File: src/rtl/regfile_wb_arbiter_pkg.sv
// Shared definitions for the register-file write-back arbiter and related
// shared-port controllers.
package regfile_wb_arbiter_pkg;

    typedef enum logic [1:0] {
        IDLE     = 2'd0,
        ISSUE    = 2'd1,
        WAIT_ACK = 2'd2
    } wb_state_t;

    localparam int RF_RD_LSB = 7;
    localparam int RF_RD_MSB = 11;

    localparam int DEFAULT_ADDR_BITS  = 5;
    localparam int DEFAULT_DATA_WIDTH = 32;

endpackage

File: src/rtl/regfile_wb_arbiter_rr_pick.sv
// Combinational round-robin selector: picks the first set request strictly
// after ptr, wrapping modulo N.
module rr_pick #(
    parameter int N = 3,
    parameter int W = $clog2(N)
) (
    input  logic [N-1:0] req,
    input  logic [W-1:0] ptr,
    output logic         any_valid,
    output logic [W-1:0] grant
);

    always_comb begin
        any_valid = 1'b0;
        grant     = '0;
        for (int i = 1; i <= N; i++) begin
            if (!any_valid && req[(int'(ptr) + i) % N]) begin
                any_valid = 1'b1;
                grant     = W'((int'(ptr) + i) % N);
            end
        end
    end

endmodule

File: src/rtl/regfile_wb_arbiter.sv
// Round-robin arbiter sharing the register file's single write-back port
// among NUM_REQ result producers; all outputs are registered.
//
// state    | meaning
// ---------+-----------------------------------------------------------
// IDLE     | no write in flight; arbitrate among valid requesters
// ISSUE    | write-back/write strobes high for this single cycle
// WAIT_ACK | waiting for writeBackComplete or the ack timeout to expire
module regfile_wb_arbiter
    import regfile_wb_arbiter_pkg::*;
#(
    parameter int NUM_REQ     = 3,
    parameter int ADDR_BITS   = DEFAULT_ADDR_BITS,
    parameter int DATA_WIDTH  = DEFAULT_DATA_WIDTH,
    parameter int ACK_TIMEOUT = 4
) (
    input  logic                            clock,
    input  logic                            reset,
    input  logic [NUM_REQ-1:0]              req_valid,
    input  logic [NUM_REQ*ADDR_BITS-1:0]    req_rd,
    input  logic [NUM_REQ*DATA_WIDTH-1:0]   req_data,
    output logic [NUM_REQ-1:0]              req_done,
    output logic                            rf_write_back_enable,
    output logic                            rf_write_enable,
    output logic [31:0]                     rf_instruction,
    output logic [DATA_WIDTH-1:0]           rf_write_data,
    input  logic                            rf_write_back_complete,
    output logic                            busy,
    output logic [$clog2(NUM_REQ)-1:0]      grant_id,
    output logic                            timeout_error
);

    localparam int IDX_W = $clog2(NUM_REQ);
    localparam int CNT_W = $clog2(ACK_TIMEOUT);
    localparam int RD_W  = RF_RD_MSB - RF_RD_LSB + 1;

    wb_state_t               state, state_next;
    logic [IDX_W-1:0]        rr_ptr, rr_next;
    logic [CNT_W-1:0]        ack_cnt, cnt_next;
    logic [NUM_REQ-1:0]      done_next;
    logic                    strobe_next;
    logic [31:0]             instr_next;
    logic [DATA_WIDTH-1:0]   data_next;
    logic [IDX_W-1:0]        grant_next;
    logic                    terr_next;
    logic                    any_valid;
    logic [IDX_W-1:0]        pick_id;
    logic [ADDR_BITS-1:0]    sel_rd;
    logic [DATA_WIDTH-1:0]   sel_data;

    rr_pick #(.N(NUM_REQ), .W(IDX_W)) u_rr_pick (
        .req       (req_valid),
        .ptr       (rr_ptr),
        .any_valid (any_valid),
        .grant     (pick_id)
    );

    assign sel_rd   = req_rd[pick_id*ADDR_BITS +: ADDR_BITS];
    assign sel_data = req_data[pick_id*DATA_WIDTH +: DATA_WIDTH];

    always_ff @(posedge clock) begin
        if (reset) begin
            state                <= IDLE;
            rr_ptr               <= IDX_W'(NUM_REQ - 1);
            ack_cnt              <= '0;
            req_done             <= '0;
            rf_write_back_enable <= 1'b0;
            rf_write_enable      <= 1'b0;
            rf_instruction       <= '0;
            rf_write_data        <= '0;
            busy                 <= 1'b0;
            grant_id             <= '0;
            timeout_error        <= 1'b0;
        end else begin
            state                <= state_next;
            rr_ptr               <= rr_next;
            ack_cnt              <= cnt_next;
            req_done             <= done_next;
            rf_write_back_enable <= strobe_next;
            rf_write_enable      <= strobe_next;
            rf_instruction       <= instr_next;
            rf_write_data        <= data_next;
            busy                 <= (state_next != IDLE);
            grant_id             <= grant_next;
            timeout_error        <= terr_next;
        end
    end

    always_comb begin
        state_next  = state;
        rr_next     = rr_ptr;
        cnt_next    = ack_cnt;
        done_next   = '0;
        strobe_next = 1'b0;
        instr_next  = rf_instruction;
        data_next   = rf_write_data;
        grant_next  = grant_id;
        terr_next   = timeout_error;

        case (state)
            IDLE: begin
                if (any_valid) begin
                    instr_next                     = '0;
                    instr_next[RF_RD_MSB:RF_RD_LSB] = RD_W'(sel_rd);
                    data_next                      = sel_data;
                    grant_next                     = pick_id;
                    strobe_next                    = 1'b1;
                    state_next                     = ISSUE;
                end
            end
            ISSUE: begin
                // Down-counter: reaching zero marks the last WAIT_ACK cycle.
                cnt_next   = CNT_W'(ACK_TIMEOUT - 1);
                state_next = WAIT_ACK;
            end
            WAIT_ACK: begin
                if (rf_write_back_complete || ack_cnt == '0) begin
                    done_next[grant_id] = 1'b1;
                    rr_next             = grant_id;
                    state_next          = IDLE;
                    if (!rf_write_back_complete)
                        terr_next = 1'b1;
                end else begin
                    cnt_next = ack_cnt - 1'b1;
                end
            end
            default: state_next = IDLE;
        endcase
    end

endmodule

File: config.mk
export PLATFORM = sky130hd
export DESIGN_NAME = regfile_wb_arbiter
export DESIGN_NICKNAME = d
export VERILOG_FILES = /design/src/rtl/regfile_wb_arbiter_pkg.sv /design/src/rtl/regfile_wb_arbiter_rr_pick.sv /design/src/rtl/regfile_wb_arbiter.sv
export SDC_FILE = /design/constraint.sdc
export NUM_CORES = 1
export LEC_CHECK = 0
export BUFFER_PORTS_ARGS = -buffer_cell sky130_fd_sc_hd__buf_2
export CAP_MARGIN = 20
export CORE_MARGIN = 2
export CORE_UTILIZATION = 34
export DETAILED_ROUTE_END_ITERATION = 8
export GPL_ROUTABILITY_DRIVEN = 0
export PLACE_DENSITY = 0.69
export RECOVER_POWER = 25
export SLEW_MARGIN = 10
export SYNTH_ARGS = -nofsm -noshare
export SYNTH_HDL_FRONTEND = slang
export SYNTH_SLANG_ARGS = --single-unit
export TNS_END_PERCENT = 1
File: constraint.sdc
create_clock -name clock -period 4.65 [get_ports clock]
set_input_delay 0.465 -clock clock [delete_from_list [all_inputs] [get_ports clock]]
set_output_delay 0.465 -clock clock [all_outputs]
set_load 0.02 [all_outputs]
==> reports/results.ini <==
[run_status]
status = completed

[route]
post_drt_wl_per_cell_um = 14.7
drtAntennaViolNets = 0
drt_iter0_markers = 79
first_pass_iters = 4
viasPerCell = 5.00
drt-total-wl_um = 7250
drc = 0
vias = 2471

[sta]
worst_pin_slew_ns = 0.918
hold_viol = 0
max_slew_margin_pct = 38.7
period_minus_slack_ns = 3.18
holdWs_ns = 0.391
slew_viol_final = 0
fin_ws_ns = 1.47
fmax_mhz = 314
setup_viol = 0
fin_tns_setup_ns = 0
finalCritPeriodShare_pct = 68.4
rsz0062_at_grt = false
fin_skew_ns = 0.00443

[synthesis]
yosysWarnings = 0
syn_inst = 244
avgSynthCellArea_sq_um = 10.7
syn_area_sq_um = 2610
ys_ff_latch = 51
yosysUniqueCellTypes = 38
yosysSeqAreaShare_pct = 39.1

[setup_path]
r2r_end = rf_write_data[4]
r2r_setup_slack_ns = 1.47
cp-endpoint = rf_write_data[4]
required_ns = 4.88
path_max_fanout = 20
critPathLaunchType = flip-flop
rr_startpoint = rr_ptr[0]
crit_path_end_kind = flip-flop
cp.arrival_ns = 3.42
reg2reg_depth = 9
crit_type = reg2reg
cp-startpoint = rr_ptr[0]

[floorplanning]
io_pins = 190
fp.dieArea_sq_um = 8400
placeableCoreArea_sq_um = 7330
rows = 31
die_h_um = 91.7
die_w_um = 91.7
start_util_pct = 35.6

[global_route]
grt_pass1_wl_um = 11100
grt_overflow = 0
grt_start_max_net_pins = 38
antenna_found_initial = 0
grt_pass1_vias = 2378
grt_usage_pct = 16.1

[clocking]
cts_root_buf = clkbuf_8
cts_tree = yes
cts_buffers = 5
cts.repair.resized = 0
worstSkewPairLatency_ns = 0.29
clock_sinks = 51
cts_hold_buffers = 0
htreeDepth = 2
cts_buffer_depth = 2
clk_pin_slew_worst_paths_ns = 0.09
post-cts-setup-buffers = 0

[worst_hold_path]
worstHoldPathCells = 2
min-delay-path-class = in2reg

[power_and_ir_drop]
p_leak_nw = 1.63
powerDensity_nw_per_um2 = 371
peakVddDrop_v = 0.000131

[placement]
placedCellCount = 488
portBuffers = 162
dpl_worst_slack_ns = 1.48
dp_hpwl_um = 5370

[final_layout]
seq_area_sq_um = 1020
final_common_cell = buf_2
syn_to_final_growth_pct = 28.4
antenna-diode-count = 0
fin_cells = 494
drive_gt1_share_pct = 39.7
final_nets = 518
fillers = 739
multi_input_area_sq_um = 1310
final_cell_mix = 139 x buf_2, 51 x dfxtp_1, 37 x a22o_1, 37 x a221o_1, 27 x conb_1

[run]
cap_violations = 0

## metrics by stage
| stage | power [mW] | area (sq um) | utilization [%] |
|---|---|---|---|
| 6_report | 1.25 | 3360 | 45.8 |
| 3_3_place_gp | 1.03 | 3310 | 45.2 |
| 2_1_floorplan | 0.903 | 2710 | - |
| 4_1_cts | 1.27 | 3380 | 46.2 |
| 5_1_grt | 1.32 | 3360 | 45.8 |
| 3_5_place_dp | 1.03 | 3310 | 45.2 |
## cell usage after synthesis (all sizes together)
master	count	area (sq um)
and3	1	6.26
nor2b	2	12.5
a21oi	3	15.0
inv	8	30.0
a221o	37	370
dfxtp	51	1020
buf	41	333
nor3b	3	22.5
nand2	6	22.5
o22a	1	10.0
a211oi	1	7.51
a311oi	1	26.3
mux2	3	33.8
or2	1	6.26
o21a	1	15.0
nor4b	1	8.76
o211ai	2	15.0
a31oi	3	18.8
o221ai	1	8.76
nand2b	3	18.8
a21o	1	7.51
conb	1	3.75
nor3	2	10.0
a221oi	2	17.5
nand3b	1	7.51
nor2	11	58.8
ha	5	62.6
nand3	1	5.00
nor4bb	1	10.0
mux2i	7	82.6
or3	1	6.26
clkbuf	4	15.0
a22o	37	324
## where the power goes
| group | total [mW] | internal [mW] | leakage, nW | switching [mW] |
|---|---|---|---|---|
| clock | 0.234 | 0.101 | 0.0371 | 0.133 |
| sequential | 0.567 | 0.517 | 0.421 | 0.0508 |
| combinational | 0.444 | 0.182 | 1.17 | 0.262 |
## layer usage
metal	global-route usage [%]	vias to the layer above	share of wire, %
li1	-	1201	-
met1	19.5	1140	42
met4	3.54	0	0.59
met3	4.68	5	9.6
met2	28.3	125	47
met5	0	-	0
## flip-flops by register name, summed over array words and instances (netlist names)
register and cells:
rf_instruction 5, ack_cnt 2, req_done 3, rf_write_data 32, rf_write_enable 1, busy 1
state 2, rr_ptr 2, timeout_error 1, grant_id 2
## kinds of logic after synthesis
kind of cell    count (synthesis)  share of synthesized area, %
simple gates                   34                          7.47
compound gates                 90                          32.0
mux                            10                          4.45
buf+inv                        53                          14.5
flops                          51                          39.1
fa+ha+maj                       5                          2.39
other cells                     1                         0.144
## area by class of cell
type                            count  share of cell area (%)
Inverter                            8                   0.895
Clock buffer                        6                    2.16
Sequential cell                    51                    30.4
Tap cell                           99                    3.69
Timing Repair Buffer              164                    23.8
Multi-Input combinational cell    166                    39.1
## worst max-delay path, stage by stage, from the launching register on
cell and delay [ns]:
dfxtp_1 0.39, inv_1 0.08, ha_1 0.52, mux2i_1 0.27
o22a_2 0.22, a21oi_1 0.07, a21oi_1 0.30, and3_1 0.73
buf_4 0.36, a221o_1 0.19
## how the worst min path moves through the flow
stage                        from                 to  slack [ns]
floorplan              ack_cnt[1]         ack_cnt[1]        0.47
global placement    timeout_error      timeout_error        0.45
detailed placement  timeout_error      timeout_error        0.47
CTS                  req_data[29]  rf_write_data[29]        0.38
global route         req_data[43]  rf_write_data[11]        0.37
finish                req_data[0]   rf_write_data[0]        0.39
Note: power is estimated with default switching activity, not from simulation.
